$ cat config.mk
export PLATFORM = sky130hd
export DESIGN_NAME = alloc_client
export DESIGN_NICKNAME = d
export VERILOG_FILES = /design/src/rtl/alloc_client.sv
export SDC_FILE = /design/constraint.sdc
export NUM_CORES = 1
export LEC_CHECK = 0
export ABC_AREA = 1
export CAP_MARGIN = 20
export CELL_PAD_IN_SITES_DETAIL_PLACEMENT = 1
export CELL_PAD_IN_SITES_GLOBAL_PLACEMENT = 1
export CORE_MARGIN = 2
export CORE_UTILIZATION = 39
export CTS_CLUSTER_DIAMETER = 60
export DETAILED_ROUTE_END_ITERATION = 10
export PLACE_DENSITY_LB_ADDON = 0.1
export SYNTH_ARGS = -nofsm -noshare
export SYNTH_HDL_FRONTEND = slang
export SYNTH_SLANG_ARGS = --single-unit
$ cat constraint.sdc
create_clock -name i_clk -period 4.1 [get_ports i_clk]
set_input_delay 0.41 -clock i_clk [delete_from_list [all_inputs] [get_ports i_clk]]
set_output_delay 0.41 -clock i_clk [all_outputs]
set_load 0.005 [all_outputs]
$ cat src/rtl/alloc_client.sv
`default_nettype none
// +----------------------------------------------------------------------------+
// | Module      : alloc_client                                                 |
// | Description : Single-command requester for the linked-memory allocator.    |
// |               Upstream takes ALLOC/FREE/REALLOC/READ/WRITE/FREE_LIST/NOP   |
// |               commands. Downstream drives the allocator strobes and        |
// |               operands and samples its registered results. FREE_LIST      |
// |               walks a linked list and returns each cell to the heap.       |
// | Ports       : i_clk, i_rst_n (async active-low)                            |
// |               i_cmd_valid/o_cmd_ready/i_cmd_op/i_cmd_arg0/i_cmd_arg1       |
// |               o_rsp_valid/o_rsp_data/o_rsp_err  (one-cycle response pulse) |
// |               o_alloc/o_free/o_wr/o_rd + operands o_data/o_faddr/o_wdata/  |
// |               o_waddr/o_raddr; results i_addr/i_rdata/i_err; o_err sticky  |
// | Revision    : 1.0  initial release                                         |
// +----------------------------------------------------------------------------+
module alloc_client #(
  parameter int DATA_SZ = 16,
  parameter int ADDR_SZ = 8,
  parameter int MEM_MAX = 1 << ADDR_SZ
) (
  input  logic               i_clk,
  input  logic               i_rst_n,
  input  logic               i_cmd_valid,
  output logic               o_cmd_ready,
  input  logic [2:0]         i_cmd_op,
  input  logic [DATA_SZ-1:0] i_cmd_arg0,
  input  logic [DATA_SZ-1:0] i_cmd_arg1,
  output logic               o_rsp_valid,
  output logic [DATA_SZ-1:0] o_rsp_data,
  output logic               o_rsp_err,
  output logic               o_alloc,
  output logic               o_free,
  output logic               o_wr,
  output logic               o_rd,
  output logic [DATA_SZ-1:0] o_data,
  output logic [DATA_SZ-1:0] o_faddr,
  output logic [DATA_SZ-1:0] o_wdata,
  output logic [DATA_SZ-1:0] o_waddr,
  output logic [DATA_SZ-1:0] o_raddr,
  input  logic [DATA_SZ-1:0] i_addr,
  input  logic [DATA_SZ-1:0] i_rdata,
  input  logic               i_err,
  output logic               o_err
);

  // Tagged word constants (encoding fixed for a 16-bit word)
  localparam logic [DATA_SZ-1:0] C_UNDEF   = 16'h0000;
  localparam logic [DATA_SZ-1:0] C_NIL     = 16'h0001;
  localparam logic [DATA_SZ-1:0] C_UNIT    = 16'h0004;
  localparam logic [DATA_SZ-1:0] C_ZERO    = 16'h8000;
  localparam int                 C_MUT_BIT = 14;
  localparam logic [ADDR_SZ:0]   C_CNT_MAX = MEM_MAX[ADDR_SZ:0];

  localparam logic [2:0] C_OP_NOP     = 3'd0;
  localparam logic [2:0] C_OP_ALLOC   = 3'd1;
  localparam logic [2:0] C_OP_FREE    = 3'd2;
  localparam logic [2:0] C_OP_REALLOC = 3'd3;
  localparam logic [2:0] C_OP_READ    = 3'd4;
  localparam logic [2:0] C_OP_WRITE   = 3'd5;
  localparam logic [2:0] C_OP_FLIST   = 3'd6;
  localparam logic [2:0] C_OP_ILLEGAL = 3'd7;

  typedef enum logic [2:0] {
    S_INIT    = 3'd0,
    S_IDLE    = 3'd1,
    S_ISSUE   = 3'd2,
    S_CAPTURE = 3'd3,
    S_W_RD    = 3'd4,
    S_W_CAP   = 3'd5,
    S_W_FREE  = 3'd6,
    S_ERROR   = 3'd7
  } state_t;

  state_t             r_state;
  logic [2:0]         r_op;
  logic [DATA_SZ-1:0] r_ptr;   // cell currently being walked
  logic [DATA_SZ-1:0] r_next;  // link read from r_ptr before it is freed
  logic [ADDR_SZ:0]   r_cnt;   // cells freed so far in this walk

  logic [ADDR_SZ:0]   w_cnt_inc;
  logic [DATA_SZ-1:0] w_walk_rsp;
  logic               w_walk_stop;
  logic               w_in_flight;

  assign w_cnt_inc  = r_cnt + 1'b1;
  assign w_walk_rsp = C_ZERO | {{(DATA_SZ-ADDR_SZ-1){1'b0}}, w_cnt_inc};
  // Stop on end of list, on a link without the mutable tag, or on a cycle.
  assign w_walk_stop = (r_next == C_NIL) || !r_next[C_MUT_BIT] || (w_cnt_inc == C_CNT_MAX);
  // A command accepted this very cycle counts as in flight.
  assign w_in_flight = (r_state == S_ISSUE) || (r_state == S_CAPTURE) ||
                       (r_state == S_W_RD) || (r_state == S_W_CAP) ||
                       (r_state == S_W_FREE) || ((r_state == S_IDLE) && i_cmd_valid);

  always_ff @(posedge i_clk or negedge i_rst_n) begin
    if (!i_rst_n) begin
      r_state     <= S_INIT;
      r_op        <= C_OP_NOP;
      r_ptr       <= C_UNDEF;
      r_next      <= C_UNDEF;
      r_cnt       <= '0;
      o_cmd_ready <= 1'b0;
      o_rsp_valid <= 1'b0;
      o_rsp_data  <= C_UNDEF;
      o_rsp_err   <= 1'b0;
      o_alloc     <= 1'b0;
      o_free      <= 1'b0;
      o_wr        <= 1'b0;
      o_rd        <= 1'b0;
      o_data      <= C_UNDEF;
      o_faddr     <= C_UNDEF;
      o_wdata     <= C_UNDEF;
      o_waddr     <= C_UNDEF;
      o_raddr     <= C_UNDEF;
      o_err       <= 1'b0;
    end else begin
      // Pulses default low every cycle
      o_rsp_valid <= 1'b0;
      o_rsp_err   <= 1'b0;
      o_alloc     <= 1'b0;
      o_free      <= 1'b0;
      o_wr        <= 1'b0;
      o_rd        <= 1'b0;

      if ((r_state != S_INIT) && (r_state != S_ERROR) && i_err) begin
        r_state     <= S_ERROR;
        o_err       <= 1'b1;
        o_cmd_ready <= 1'b0;
        if (w_in_flight) begin
          o_rsp_valid <= 1'b1;
          o_rsp_err   <= 1'b1;
          o_rsp_data  <= C_UNDEF;
        end
      end else begin
        case (r_state)
          S_INIT: begin
            // Allocator powers up halted; wait for it to come out of error.
            if (!i_err) begin
              r_state     <= S_IDLE;
              o_cmd_ready <= 1'b1;
            end
          end
          S_IDLE: begin
            if (i_cmd_valid) begin
              o_cmd_ready <= 1'b0;
              r_op        <= i_cmd_op;
              r_state     <= S_ISSUE;
              case (i_cmd_op)
                C_OP_ALLOC: begin
                  o_alloc <= 1'b1;
                  o_data  <= i_cmd_arg0;
                end
                C_OP_FREE: begin
                  o_free  <= 1'b1;
                  o_faddr <= i_cmd_arg0;
                end
                C_OP_REALLOC: begin
                  o_alloc <= 1'b1;
                  o_data  <= i_cmd_arg0;
                  o_free  <= 1'b1;
                  o_faddr <= i_cmd_arg1;
                end
                C_OP_READ: begin
                  o_rd    <= 1'b1;
                  o_raddr <= i_cmd_arg0;
                end
                C_OP_WRITE: begin
                  o_wr    <= 1'b1;
                  o_waddr <= i_cmd_arg0;
                  o_wdata <= i_cmd_arg1;
                end
                C_OP_FLIST: begin
                  // An empty list takes the plain ISSUE/CAPTURE path.
                  if (i_cmd_arg0 != C_NIL) begin
                    o_rd    <= 1'b1;
                    o_raddr <= i_cmd_arg0;
                    r_ptr   <= i_cmd_arg0;
                    r_cnt   <= '0;
                    r_state <= S_W_RD;
                  end
                end
                default: ;
              endcase
            end
          end
          S_ISSUE: begin
            r_state <= S_CAPTURE;
          end
          S_CAPTURE: begin
            r_state     <= S_IDLE;
            o_cmd_ready <= 1'b1;
            o_rsp_valid <= 1'b1;
            case (r_op)
              C_OP_ALLOC, C_OP_REALLOC: o_rsp_data <= i_addr;
              C_OP_READ:                o_rsp_data <= i_rdata;
              C_OP_WRITE:               o_rsp_data <= C_UNIT;
              C_OP_FLIST:               o_rsp_data <= C_ZERO;
              C_OP_ILLEGAL: begin
                o_rsp_data <= C_UNDEF;
                o_rsp_err  <= 1'b1;
              end
              default:                  o_rsp_data <= C_UNDEF;
            endcase
          end
          S_W_RD: begin
            r_state <= S_W_CAP;
          end
          S_W_CAP: begin
            // Link captured before the free clobbers it.
            r_next  <= i_rdata;
            o_free  <= 1'b1;
            o_faddr <= r_ptr;
            r_state <= S_W_FREE;
          end
          S_W_FREE: begin
            r_cnt <= w_cnt_inc;
            if (w_walk_stop) begin
              r_state     <= S_IDLE;
              o_cmd_ready <= 1'b1;
              o_rsp_valid <= 1'b1;
              o_rsp_data  <= w_walk_rsp;
              o_rsp_err   <= (r_next != C_NIL);
            end else begin
              o_rd    <= 1'b1;
              o_raddr <= r_next;
              r_ptr   <= r_next;
              r_state <= S_W_RD;
            end
          end
          S_ERROR: begin
            o_cmd_ready <= 1'b0;
          end
          default: r_state <= S_ERROR;
        endcase
      end
    end
  end

endmodule
`default_nettype wire

Word-level counts from Yosys, hierarchy flattened
Index checks and enable logic that the tools add are counted.
- bits in registers: 151
- bits of input ports: 71
- output and inout bits: 104
- add/sub/neg operators: 1
- equality and inequality tests: 35
- mux-type cells: 58
- bitwise gates (word level): 1
- reductions and logical operators: 32
- operators by type and width (kind ; number):
    $pmux W16 S2 ; 6
    $mux W16 ; 9
    $pmux W16 S4 ; 1
    $eq A3 B3 Y1 const B ; 11
    $ne A16 B1 Y1 const B ; 2
    $mux W9 ; 3
    $mux W1 ; 25
    $pmux W3 S7 ; 1
    $mux W3 ; 6
    $pmux W9 S2 ; 1
    $eq A16 B1 Y1 const B ; 1
    $reduce_and A4 Y1 ; 4
    $eq A3 B2 Y1 const B ; 5
    $reduce_and A6 Y1 ; 2
    $pmux W1 S2 ; 5
    $add A9 B1 Y9 const B ; 1
    $eq A3 B1 Y1 const B ; 3
    $eq A9 B9 Y1 const B ; 1
    $ne A3 B3 Y1 const B ; 3
    $reduce_and A3 Y1 ; 3
    $reduce_bool A8 Y1 ; 1
    $logic_or A1 B1 Y1 ; 7
    $ne A2 B2 Y1 const B ; 3
    $ne A3 B1 Y1 const B ; 2
    13 further kinds ; 21

Depth between registers and ports, before layout
Gate-level depths: netlist of run 1.
- depth in word-level cells: 8
- depth in mapped cells: 14

Worst setup path after synthesis of run 1
OpenSTA, ideal clock, no wires.
- kind: reg-to-reg
- start: register r_cnt[0]
- end: register o_rsp_data[0]
- setup time: 116 ps
- data arrival time: 1698 ps
- data required time: 3984 ps
- setup slack: 2285 ps
- cell stages (with the launch flop): 14
- buffers on the path: 1
- cell sequence: dfrtp_1 -> ha_1 -> nand2_1 -> nor2_2 -> nand2_1 -> nand2_1 -> nand2_1 -> nor2_1 -> nand3_1 -> nand4_2 -> nand2_2 -> buf_6 -> nand2_1 -> nand2_1
- cells in the longest elaborated chain, start to end: 5
- ends and longest elaborated chain (item ; line ; source):
    from (decl) ; 78 ; logic [ADDR_SZ:0] r_cnt;
    from (signal assigned) ; 215 ; r_cnt <= w_cnt_inc;
    $add A9 B1 Y9 * ; 85 ; assign w_cnt_inc = r_cnt + 1'b1;
    $eq A9 B9 Y1 ; 88 ; assign w_walk_stop = (r_next == C_NIL) || !r_next[C_MUT_BIT] || (w_cnt_inc == C_CNT_MAX);
    $logic_or A1 B1 Y1 ; 88 ;
    $ne A3 B2 Y1 (no source line) ; n/a ;
    $reduce_and A3 Y1 (no source line) ; n/a ;
    to (signal assigned) ; 193 ; C_OP_ALLOC, C_OP_REALLOC: o_rsp_data <= i_addr;
    to (signal assigned) ; 194 ; C_OP_READ: o_rsp_data <= i_rdata;
    to (signal assigned) ; 220 ; o_rsp_data <= w_walk_rsp;
    to (decl) ; 29 ; output logic [DATA_SZ-1:0] o_rsp_data,
Mark *: on every way between the ends. The rest lies on a longest branch, timed or not. The select of a mux whose other input is x is not followed.
A chain may end at the register's enable or synchronous reset.

Final worst setup path of run 1
- start: register r_state[1]
- end: register o_wdata[13]
- cells in the longest elaborated chain, start to end: 5
- ends and longest elaborated chain (item ; line ; source):
    from (decl) ; 74 ; state_t r_state;
    from (signal assigned) ; 96 ; r_state <= S_INIT;
    from (signal assigned) ; 125 ; r_state <= S_ERROR;
    from (signal assigned) ; 138 ; r_state <= S_IDLE;
    $ne A3 B3 Y1 or $reduce_bool A3 Y1 (tied branches) ; 124 ; if ((r_state != S_INIT) && (r_state != S_ERROR) && i_err) begin
    $logic_and A1 B1 Y1 (2 in a row) ; 124 ;
    $not A1 Y1 (no source line) ; n/a ;
    $reduce_and A4 Y1 (no source line) * ; n/a ;
    to (signal assigned) ; 169 ; o_wdata <= i_cmd_arg1;
    to (decl) ; 37 ; output logic [DATA_SZ-1:0] o_wdata,
Mark *: on every way between the ends. The rest lies on a longest branch, timed or not.

==> out/results.txt, run 1 <==
Signed area change from the synthesized netlist to the final layout: 34.4%. The category of the worst setup path launch point is a flop. The run gives 0 ns as the setup total negative slack. In this run the top signal layer used is met4. At the worst endpoint, the required time is 4.39 ns. The net count of the finished layout is 1098. A synthesized cell averages 8.30 um^2. After detailed routing, the met3 layer carries 1070 um of wire.

Leaving out fill and tap cells, the most frequent cells in the layout are 290 x nand2_1, 173 x clkdlybuf4s50_1, 151 x dfrtp_1. Measured along the x axis, the die boundary spans 140 um. The detail-routed via count per cell is 5.22, and the floorplan die area is 19600 um^2.

The path class of the tightest hold or removal check is in -> async. The max-slew violation count came out at 0. After the first detailed-routing iteration, the DRC count stood at 374. The number of global-route vias before repair was 6868. The run gives 175 as the number of top-level pins.

For this run, asynchronously set or reset flops after synthesis account for 100%. Along the worst path, the maximum fanout reaches 35. The run finished with clean final reports. Global routing consumed, over all layers together, 25.2% of the routing resources. The via total after detailed routing was 6618.

The tools report the sum of overflow across all layers after global routing as 0. When the netlist entered floorplanning its net count stood at 942. The logs give 10700 um for the met1 wire length and 2 for the maximum clock insertion buffer count.

The tools report the number of nets with antenna violations after detailed routing as 0. For the count of endpoints failing hold in the final timing report, the log shows 0. The final critical-path required period works out to 2.75 ns. Measured along the y axis, the die boundary spans 140 um.

During placement, the flow inserted port buffers numbering 174. The tools report the post-cts repair resize count as 0. The most used flip-flop cell after synthesis is dfrtp_1. The critical setup path kind was reg -> reg. The pin slew with the least headroom to its limit is 1.07 ns, and the peak supply drop is 0.302 mV. The total of endpoints with negative setup slack in the final report was 0. Arrival time reported for the critical path endpoint: 3.04 ns. Root buffer cell: clkbuf_16. At the end of routability-driven placement, the weighted congestion stood at 0.823.

Maximum number of pins on one net before global-route repair: 92. The initial antenna violation count is 0. DRC violation count after routing: 0. In this run, post-CTS hold repair placed 0 buffers. Counting the fill cells in the layout gives 2122. The first global-routing pass estimated 38500 um of wire.

The setup slack of the critical path after layout came out at 1.35 ns. The repair_antennas step left the layout with diodes totalling 0. Detailed placement finished with a half-perimeter wire length of 17500 um. The placement row count was 49.

The fraction of layout cells with a size suffix above 1 was 7.23%; the floorplan core area was 18000 um^2. The run gives 869 as the gate count after technology mapping. The number of sinks on the clock net was 151; the total iterations of the first detailed-routing run was 5. The logs give 40.0% for the effective utilization at floorplan and 17 for the number of buffers inserted during clock tree synthesis.

STA classifies the critical path endpoint as a flop. The number of H-tree levels is 4, and the worst slack at placement is 1.35 ns. Clock skew on the completed layout was measured at 0.00831 ns.

The most common cell after layout, fill and taps aside is nand2_1. Summed over all cells, the static leakage comes to 4.56 nW. In the detailed route, the total length drawn on met2 is 12200 um. The netlist uses 42 different library cells. The flip-flop and latch count after synthesis is 151. The tools report the share of the yosys chip area belonging to registers as 52.4%.

At the later pin of the worst-skew pair, clock insertion delay measures 0.43 ns. The yosys synthesis warning count was 0; the worst slew slack as a fraction of its limit was 28.6%. Setup repair after global routing left no endpoint under its margin. The tool flagged a number of max-cap violations equal to 0. The number of enable flip-flop cells after synthesis came out at 0.

The final critical path takes up 67.1% of the cycle. The number of buffers inserted to repair setup after CTS is 0. In this run the cell area of the synthesized design comes to 7210 um^2. The tools report the upper clock frequency limit as 364 MHz.

Dividing the detail-routed wire length by the instance count gives 19.2 um. The clock input transition at the sequential cells of the worst setup and hold paths came out at 0.06 ns. TritonCTS built the clock tree. Dividing total power by cell area gives a power density of 343 nW/um^2.

The tools report the routed wire length as 24300 um.
==> cell families (layout without fill, tap and decap cells) <==
logic type      count (synthesis)  after routing  synth area share, %
fa+ha+maj                       2              2                0.347
xor+xnor                        1              1                0.121
buf+inv                       113            282                 6.87
flops                         151            151                 52.4
simple gates                  452            452                 27.7
mux                             6              6                0.937
compound gates                144            144                 11.6
==> flip-flops by register name, indices dropped and copies added, names as in the netlist, 3 cells and up <==
register	flops
r_state	3
r_cnt	9
o_raddr	16
r_ptr	16
o_waddr	16
r_next	16
r_op	3
o_faddr	16
o_data	16
o_wdata	16
o_rsp_data	16
==> per-layer routing <==
metal	vias to the layer above	global-route usage, %
met5	-	0
met4	0	6.79
met3	33	4.41
met2	177	43.6
met1	3240	32.7
li1	3168	-
==> critical path, stage by stage, from the launching register on <==
cell,delay (ns)
dfrtp_1,0.41
inv_1,0.10
nand2_1,0.49
nor2_4,0.33
nand2_1,0.19
nor2_8,0.20
nand4_4,0.30
buf_4,0.37
nand2_1,0.10
o21ai_0,0.10
==> area by class of cell <==
class / instances / area [um^2] / area share (%)
clock buffer: 20 / 447 / 4.61
clock inverter: 12 / 174 / 1.79
inverter: 69 / 262 / 2.70
multi-input combinational: 605 / 2940 / 30.3
sequential: 151 / 3780 / 39.0
tap: 229 / 287 / 2.96
timing repair buffer: 181 / 1810 / 18.6
==> report_power, final <==
group,total (W),internal [W],switching (W)
Combinational,0.000168,0.0000733,0.0000948
Sequential,0.00149,0.00149,0
Clock,0.00167,0.00103,0.000635
Total,0.00333,0.00260,0.000730
==> final timing paths <==
kind | from | end | slack, ns | depth (start not counted)
worst min-delay path | i_rst_n | o_waddr[0] | 0.05 | 1
min in group i_clk | r_ptr[6] | r_ptr[6] | 0.47 | 2
worst max register to register | r_state[1] | o_wdata[13] | 1.35 | 9
worst max-delay path | r_state[1] | o_wdata[13] | 1.35 | 9
worst min register to register | r_ptr[6] | r_ptr[6] | 0.47 | 2
max in group asynchronous | i_rst_n | r_next[11] | 3.20 | 2
==> Yosys cell counts (4+ instances only) <==
cell type,n,area share (%)
clkbuf_1,16,0.83
nor4_1,4,0.35
o21ai_0,64,4.4
inv_2,6,0.31
buf_2,18,1.2
dfrtp_1,151,52
nand2_1,290,15
mux2_2,6,0.94
buf_4,4,0.42
a21oi_1,18,1.2
nand2_2,5,0.43
a31oi_1,17,1.5
o21ai_1,21,1.5
o221ai_1,16,1.9
nand4_1,12,1.0
inv_1,59,3.1
nand3_1,74,5.1
buf_6,4,0.62
nor2_2,4,0.35
nand2_4,4,0.62
nor2_1,45,2.3
==> per-stage QoR <==
stage	total power (W)	area, um^2	util [%]	std cells	hold slack, ns
finish	0.00333	9690	53.8	1267	0.0464
global route	0.00343	9690	53.8	1267	0.117
CTS	0.00335	9690	53.8	1267	0.0988
detailed placement	0.00169	9070	50.3	1235	0.460
global placement	0.00168	9070	50.3	1235	0.457
floorplan	0.00155	7210	-	869	0.114
(Power assumes the default switching activity.)
==> inputs of run 2 (changes only) <==
- CORE_UTILIZATION: 39 -> 33
- clock period: 4.1 -> 2.5 ns (I/O delays scaled with it)
==> run 2 against run 1 <==
  * Clock power up 72%
  * Worst setup slack worse by 1.1 ns
  * Maximum frequency up 22%
  * Core utilization down 7.6 points
  * Non-clock buffer count up 25
  * Count of clock-buffer cells in the layout down 1
  * Design area up 3.0%
  * Combinational power up 79%
  * Critical path depth up 2
  * First-iteration DRC count down 21%
  * Power up 69%
  * Via count about the same
==> out/results.txt, run 2 (synthesized netlist as in run 1, its figures left out) <==
The required time reported for the critical path endpoint is 2.87 ns (-1.52 ns), and the final setup skew is 0.00995 ns (+0.00164 ns). The effective utilization at floorplan came out at 33.4% (-6.7 points). The total iterations of the first detailed-routing run was 4 (-1); the clock input transition at the sequential cells of the worst setup and hold paths was 0.06 ns (about the same). The highest fanout seen on the critical path is 20 (-43%), and the sum of overflow across all layers after global routing is 0 (unchanged).

The routed wire length was 24700 um (+1.7%); the floorplan core area was 21600 um^2 (+20%). Arrival time reported for the critical path endpoint: 2.62 ns (-0.42 ns). For the post-cts repair resize count, the log shows 0 (unchanged).

For the wire length of the first global-routing pass, the log shows 39400 um (+2.4%). The critical setup path kind is reg -> reg. The die outline height was 152 um (+8.5%); the initial antenna violation count was 1 (+1). The maximum number of pins on one net before global-route repair was 61 (-34%); the number of sinks on the clock net was 151 (unchanged).

The width of the chip works out to 152 um (+8.5%). The tools report the number of buffers inserted during clock tree synthesis as 17 (unchanged). The ratio of total power to cell area was 562 nW/um^2 (+64%); the global placer's final weighted congestion was 0.844 (+2.5%).

The worst hold path belongs to the class in -> async. The final core area utilization is 46.2% (-7.6 points), and the number of H-tree levels is 4 (unchanged). The routed wirelength normalized by instance count was 18.5 um (-3.8%).

The max capacitance violation total was 0 (unchanged). Peak supply drop: 0.444 mV (+47%). TritonCTS built the clock tree. The floorplan die area was 23100 um^2 (+18%). The instance count after placement with tap cells included was 1310 (+6.1%). Clock tree synthesis selected as its root buffer the cell clkbuf_16. The fraction of layout cells with a size suffix above 1 works out to 8.97% (+1.7 points). The run gives 297 (-21%) as the initial detailed-routing violation count.

The number of top-level pins is 175 (unchanged), and the number of diodes is 0 (unchanged). The count of buffers inserted at the top-level ports is 174 (unchanged), and the number of global-route vias before repair is 6885 (+0.25%). The top cell types in the final layout, fill and taps aside, are 290 x nand2_1, 173 x clkdlybuf4s50_1, 151 x dfrtp_1. The number of nets with antenna violations after detailed routing was 0 (unchanged). The signed area change from the synthesized netlist to the final layout was 38.5%; the max-slew violation count was 0 (unchanged). The clock network latency to the later pin of the worst-skew pair is 0.43 ns (about the same), and the all-layer global routing usage is 21.8% (-3.4 points).

The maximum clock insertion buffer count is 2 (unchanged). The library cell used most frequently in the layout, excluding fill and tap cells, is nand2_1. The final period utilization is 89.9% (+23 points). The tools report the category of the worst setup path launch point as a flop.

The logs give 6613 (-0.076%) for the via total after detailed routing and 4.69 nW (+2.9%) for the leakage power summed over all cells. The total of endpoints with negative setup slack in the final report came out at 0 (unchanged). The run gives 1123 (+2.3%) as the layout net count.

The placement row count is 54 (+10%). STA classifies the critical path endpoint as a flop. The final critical-path required period works out to 2.25 ns (-0.501 ns). The run gives 0 ns (unchanged) as the setup total negative slack. The minimum hold slack came out at 0.361 ns (+0.315 ns).

The run gives 0 (unchanged) as the DRC violation count after routing. Detail-routed via count per cell: 4.94 (-5.4%). The logs give 59.7% (+31 points) for the worst slew slack as a fraction of its limit and 0 (unchanged) for the count of endpoints failing hold in the final timing report. Pin slew with the least headroom to its limit: 0.604 ns (-0.464 ns). The run finished with clean final reports.

The upper clock frequency limit is 445 MHz (+22%), and the non-filler instance count after layout is 1339 (+5.7%). Setup repair after global routing could not meet its margin everywhere. The half-perimeter wire length after detailed placement came out at 18300 um (+4.8%).
run 2: cell types whose count changed in the layout (fill, tap and decap cells not counted), sizes merged:
cell	previous run	this run
buf	8	32
clkinv	9	6
bufinv	4	6
clkbuf	20	19
clkinvlp	1	0
dlygate4sd3	0	1
inv	67	66
run 2: worst paths after layout:
| check | from | endpoint | slack (ns) | cells after the start |
|---|---|---|---|---|
| min in group i_clk | i_rdata[8] | r_next[8] | 0.42 | 3 |
| worst min-delay path | i_rst_n | o_waddr[6] | 0.36 | 2 |
| max in group asynchronous | i_rst_n | r_next[2] | 1.39 | 3 |
| worst max-delay path | r_state[2] | o_wdata[1] | 0.25 | 11 |
| worst min register to register | o_cmd_ready | o_cmd_ready | 0.47 | 2 |
| worst max register to register | r_state[2] | o_wdata[1] | 0.25 | 11 |
run 2: final cells by class:
| class | instances | area [um^2] |
|---|---|---|
| clock inverters | 9 | 203 |
| well taps | 280 | 350 |
| inverters | 69 | 262 |
| fillers | 2573 | 11600 |
| repair buffers | 206 | 2020 |
| flip-flops and latches | 151 | 3780 |
| multi-input cells | 605 | 2940 |
| clock buffers | 19 | 433 |
run 2: what timing repair did:
action	4_1_cts	5_1_grt
hold buffers	1	0
buffers inserted	0	0
endpoints found under the hold margin	57	0
setup endpoints to repair	0	14
run 2: metal layers:
metal / up-vias / GRT usage [%] / wire, um
met1: 3195 / 29.4 / 11400
met3: 30 / 3.99 / 964
met4: 2 / 6.50 / 503
met5: - / 0 / 14
li1: 3224 / - / -
met2: 162 / 36.0 / 11800
run 2: stage by stage:
| step | power [W] | area [um^2] | setup slack [ns] |
|---|---|---|---|
| detailed placement | 0.00279 | 9340 | 0.234 |
| global route | 0.00579 | 9990 | -0.0226 |
| finish | 0.00561 | 9990 | 0.252 |
| global placement | 0.00279 | 9340 | 0.260 |
| CTS | 0.00567 | 9990 | 0.213 |
| floorplan | 0.00254 | 7210 | 0.685 |
run 2: critical path, cell delays in order, from the launching register on:
cell and delay, ns:
dfrtp_1 0.47, inv_2 0.14, nand2_2 0.07, nor2_2 0.11, inv_2 0.06, nand3_4 0.14
inv_4 0.14, nor2_8 0.16, nand4_4 0.31, inv_1 0.40, nand2_1 0.10, nand2_1 0.07
run 2: report_power, final:
part | internal [W] | leakage, nW | total, W | switching, W
logic | 0.000138 | 2.35 | 0.000300 | 0.000162
registers | 0.00244 | 2.03 | 0.00244 | 0
clock network | 0.00185 | 0.309 | 0.00287 | 0.00102
total | 0.00443 | 4.69 | 0.00561 | 0.00118
==> inputs of run 3 (changes only) <==
- CORE_ASPECT_RATIO: not set -> 0.9
- TNS_END_PERCENT: not set -> 100
==> run 3 against run 2 <==
  * Combinational power is essentially flat
  * Cell count grew 1.5%
  * Largest cell class unchanged
  * Sequential share of layout area shrank 0.16 points
==> out/results.txt, run 3 (synthesized netlist as in run 1, its figures left out) <==
TritonCTS built the clock tree. The setup path with the least slack is of type reg -> reg. The tools report the maximum number of pins on one net before global-route repair as 62 (+1.6%). The stage delay of the slowest cell on the critical path works out to 0.42 ns (-0.05 ns).

Master of the slowest instance on the critical path: dfrtp_1. The number of sinks on the clock net was 151 (unchanged). The routed wire length was 25200 um (+2.1%); the via total after detailed routing was 6675 (+0.94%). Counting stages on the worst path, the most repeated cell is nand2_1. The count of endpoints failing hold in the final timing report is 0 (unchanged), and the non-filler instance count after layout is 1359 (+1.5%). Number of global-route vias before repair: 6917 (+0.46%). The flow ran to the end, and the final reports show no timing, DRC or antenna violations. The top cell types in the final layout, fill and taps aside, are 290 x nand2_1, 173 x clkdlybuf4s50_1, 151 x dfrtp_1. The library cell used most frequently in the layout, excluding fill and tap cells, is nand2_1. The die outline height came out at 144 um (-5.0%).

The count of buffering cells on the critical path with inverters included works out to 1 (-3). The DRC violation count after routing was 0 (unchanged); the arrival time reported for the critical path endpoint was 2.55 ns (-0.07 ns). The post-route cell area was 10000 um^2 (+0.43%); the floorplan die area was 23100 um^2 (about the same). The clock input transition at the sequential cells of the worst setup and hold paths is 0.06 ns (about the same), and the max capacitance violation total is 0 (unchanged). The logs give 1327 (+1.3%) for the instance count after placement with tap cells included and 39700 um (+0.86%) for the wire length of the first global-routing pass. The tools report the maximum clock insertion buffer count as 2 (unchanged). The met3 global-route usage was 4.39% (+0.39 points). The run gives 0 (unchanged) as the number of diodes. The logs give 0 (unchanged) for the max-slew violation count and 21600 um^2 (-0.24%) for the floorplan core area. The worst slew slack as a fraction of its limit came out at 57.5% (-2.2 points).

The total iterations of the first detailed-routing run is 4 (unchanged). Walking the worst path, the cells encountered are ha_1 -> nand2_1 -> nor2_2 -> nand2_1 -> nand2_1 -> nand2_1 -> nor2_1 -> nand3_1 -> nand2_2 -> nand2_4 -> buf_4 -> nand3_1 -> nand2_1. The post-detailed-placement cell area was 9400 um^2 (+0.63%); the half-perimeter wire length after detailed placement was 18800 um (+2.9%).

The met2 routing resource usage after global routing was 36.1% (+0.19 points); the count of buffers inserted at the top-level ports was 174 (unchanged). In this run the most used layer during global routing was met2. The placement row count came out at 51 (-5.6%). The run gives 4.71 nW (+0.37%) as the leakage power summed over all cells. The routed wirelength normalized by instance count works out to 18.6 um (+0.55%). For the initial antenna violation count, the log shows 0 (-1). The root buffer cell is clkbuf_16. The tools report the met1 global-route usage as 31.8% (+2.4 points).

Broken down by cell family, the worst path's largest delay share belongs to simple AND/OR/NAND/NOR gates. The global placer's final weighted congestion was 0.820 (-2.8%); the final critical-path required period was 2.25 ns (+0.00557 ns). The peak supply drop came out at 0.338 mV (-24%). The detail-routed via count per cell is 4.91 (-0.55%).

The highest fanout seen on the critical path was 28 (+40%). The logs give 0.00549 W (-2.2%) for the total power after layout and 22.5% (+0.72 points) for the all-layer global routing usage. The pin slew with the least headroom to its limit works out to 0.638 ns (+0.0336 ns). The category of the worst setup path launch point is a flop. The number of buffers inserted to repair setup after CTS is 0 (unchanged), and the width of the chip is 160 um (+5.3%). The final period utilization is 90.2% (+0.22 points), and the layout net count is 1129 (+0.53%). The run gives 0 (unchanged) as the number of nets with antenna violations after detailed routing.

Sum of overflow across all layers after global routing: 0 (unchanged). Setup repair after global routing left no endpoint under its margin. Number of H-tree levels: 4 (unchanged). The ratio of total power to cell area works out to 547 nW/um^2 (-2.6%). The tools report the upper clock frequency limit as 444 MHz (-0.25%). The filler cell count in the final layout was 2590 (+0.66%); the signed area change from the synthesized netlist to the final layout was 39.1%. The final setup skew is 0.0132 ns (+0.00329 ns). The total of endpoints with negative setup slack in the final report was 0 (unchanged).

The minimum hold slack came out at 0.382 ns (+0.0205 ns). The nature of the critical path endpoint was a flop. The setup total negative slack was 0 ns (unchanged); the number of buffers inserted during clock tree synthesis was 17 (unchanged). The number of top-level pins is 175 (unchanged). The logs give 0.42 ns (about the same) for the clock network latency to the later pin of the worst-skew pair and 2.80 ns (-0.07 ns) for the required time reported for the critical path endpoint. The worst hold path belongs to the class in -> async.

The run gives 33.4% (+0.081 points) as the effective utilization at floorplan. The initial detailed-routing violation count was 335 (+13%). The fraction of layout cells with a size suffix above 1 was 9.74% (+0.77 points).
==> run 3: cell count changes in the layout (fill, tap and decap cells not counted) <==
cell	delta
buf_4	+6
bufinv_16	-2
clkinvlp_4	+1
clkbuf_8	+1
inv_6	+1
clkinv_2	+1
clkinv_4	+1
==> run 3: worst paths after layout <==
| kind | from | to | slack (ns) | depth (start not counted) |
|---|---|---|---|---|
| min in group i_clk | i_cmd_arg1[2] | o_wdata[2] | 0.42 | 3 |
| max in group asynchronous | i_rst_n | r_next[4] | 1.38 | 3 |
| hold / removal | i_rst_n | o_wdata[2] | 0.38 | 2 |
| setup reg to reg | r_cnt[1] | r_ptr[15] | 0.25 | 13 |
| setup / recovery | r_cnt[1] | r_ptr[15] | 0.25 | 13 |
| hold reg to reg | o_raddr[4] | o_raddr[4] | 0.47 | 2 |
==> run 3: area by class of cell <==
type                       count  area (um^2)  share of cell area (%)
inverter                      69          262                    2.61
clock inverter                11          173                    1.72
sequential                   151         3780                    37.7
tap                          291          364                    3.63
clock buffer                  20          447                    4.45
timing repair buffer         212         2070                    20.6
multi-input combinational    605         2940                    29.3
==> run 3: timing repair <==
| action | in CTS | in global routing |
|---|---|---|
| endpoints found under the hold margin | 59 | 0 |
| hold buffers | 1 | 0 |
| gates resized for setup | 0 | 0 |
==> run 3: per-stage QoR <==
| step | util [%] | worst slack (ns) |
|---|---|---|
| after floorplan | - | 0.685 |
| after global placement | 43.6 | 0.325 |
| after detailed placement | 43.6 | 0.271 |
| after CTS | 46.5 | 0.264 |
| after global routing | 46.5 | 0.0134 |
| final | 46.5 | 0.246 |
==> run 3: layer usage <==
metal,part of all wire (%),up-vias
li1,-,3235
met1,48,3287
met2,47,140
met3,4.2,13
met4,0.83,0
met5,0,-
==> run 3: where the power goes <==
part	total, W	internal, W	switching, W
clock network	0.00275	0.00170	0.00105
registers	0.00244	0.00244	0
logic	0.000300	0.000140	0.000160
total	0.00549	0.00428	0.00121
==> run 3: worst reg2reg max path: cells and delay by family, from the launching register on <==
kind	cells	cell delay, ns
adder cells (fa/ha/maj)	1	0.22
flip-flops	1	0.42
AND/OR/NAND/NOR	11	1.24
buffers and inverters	1	0.25
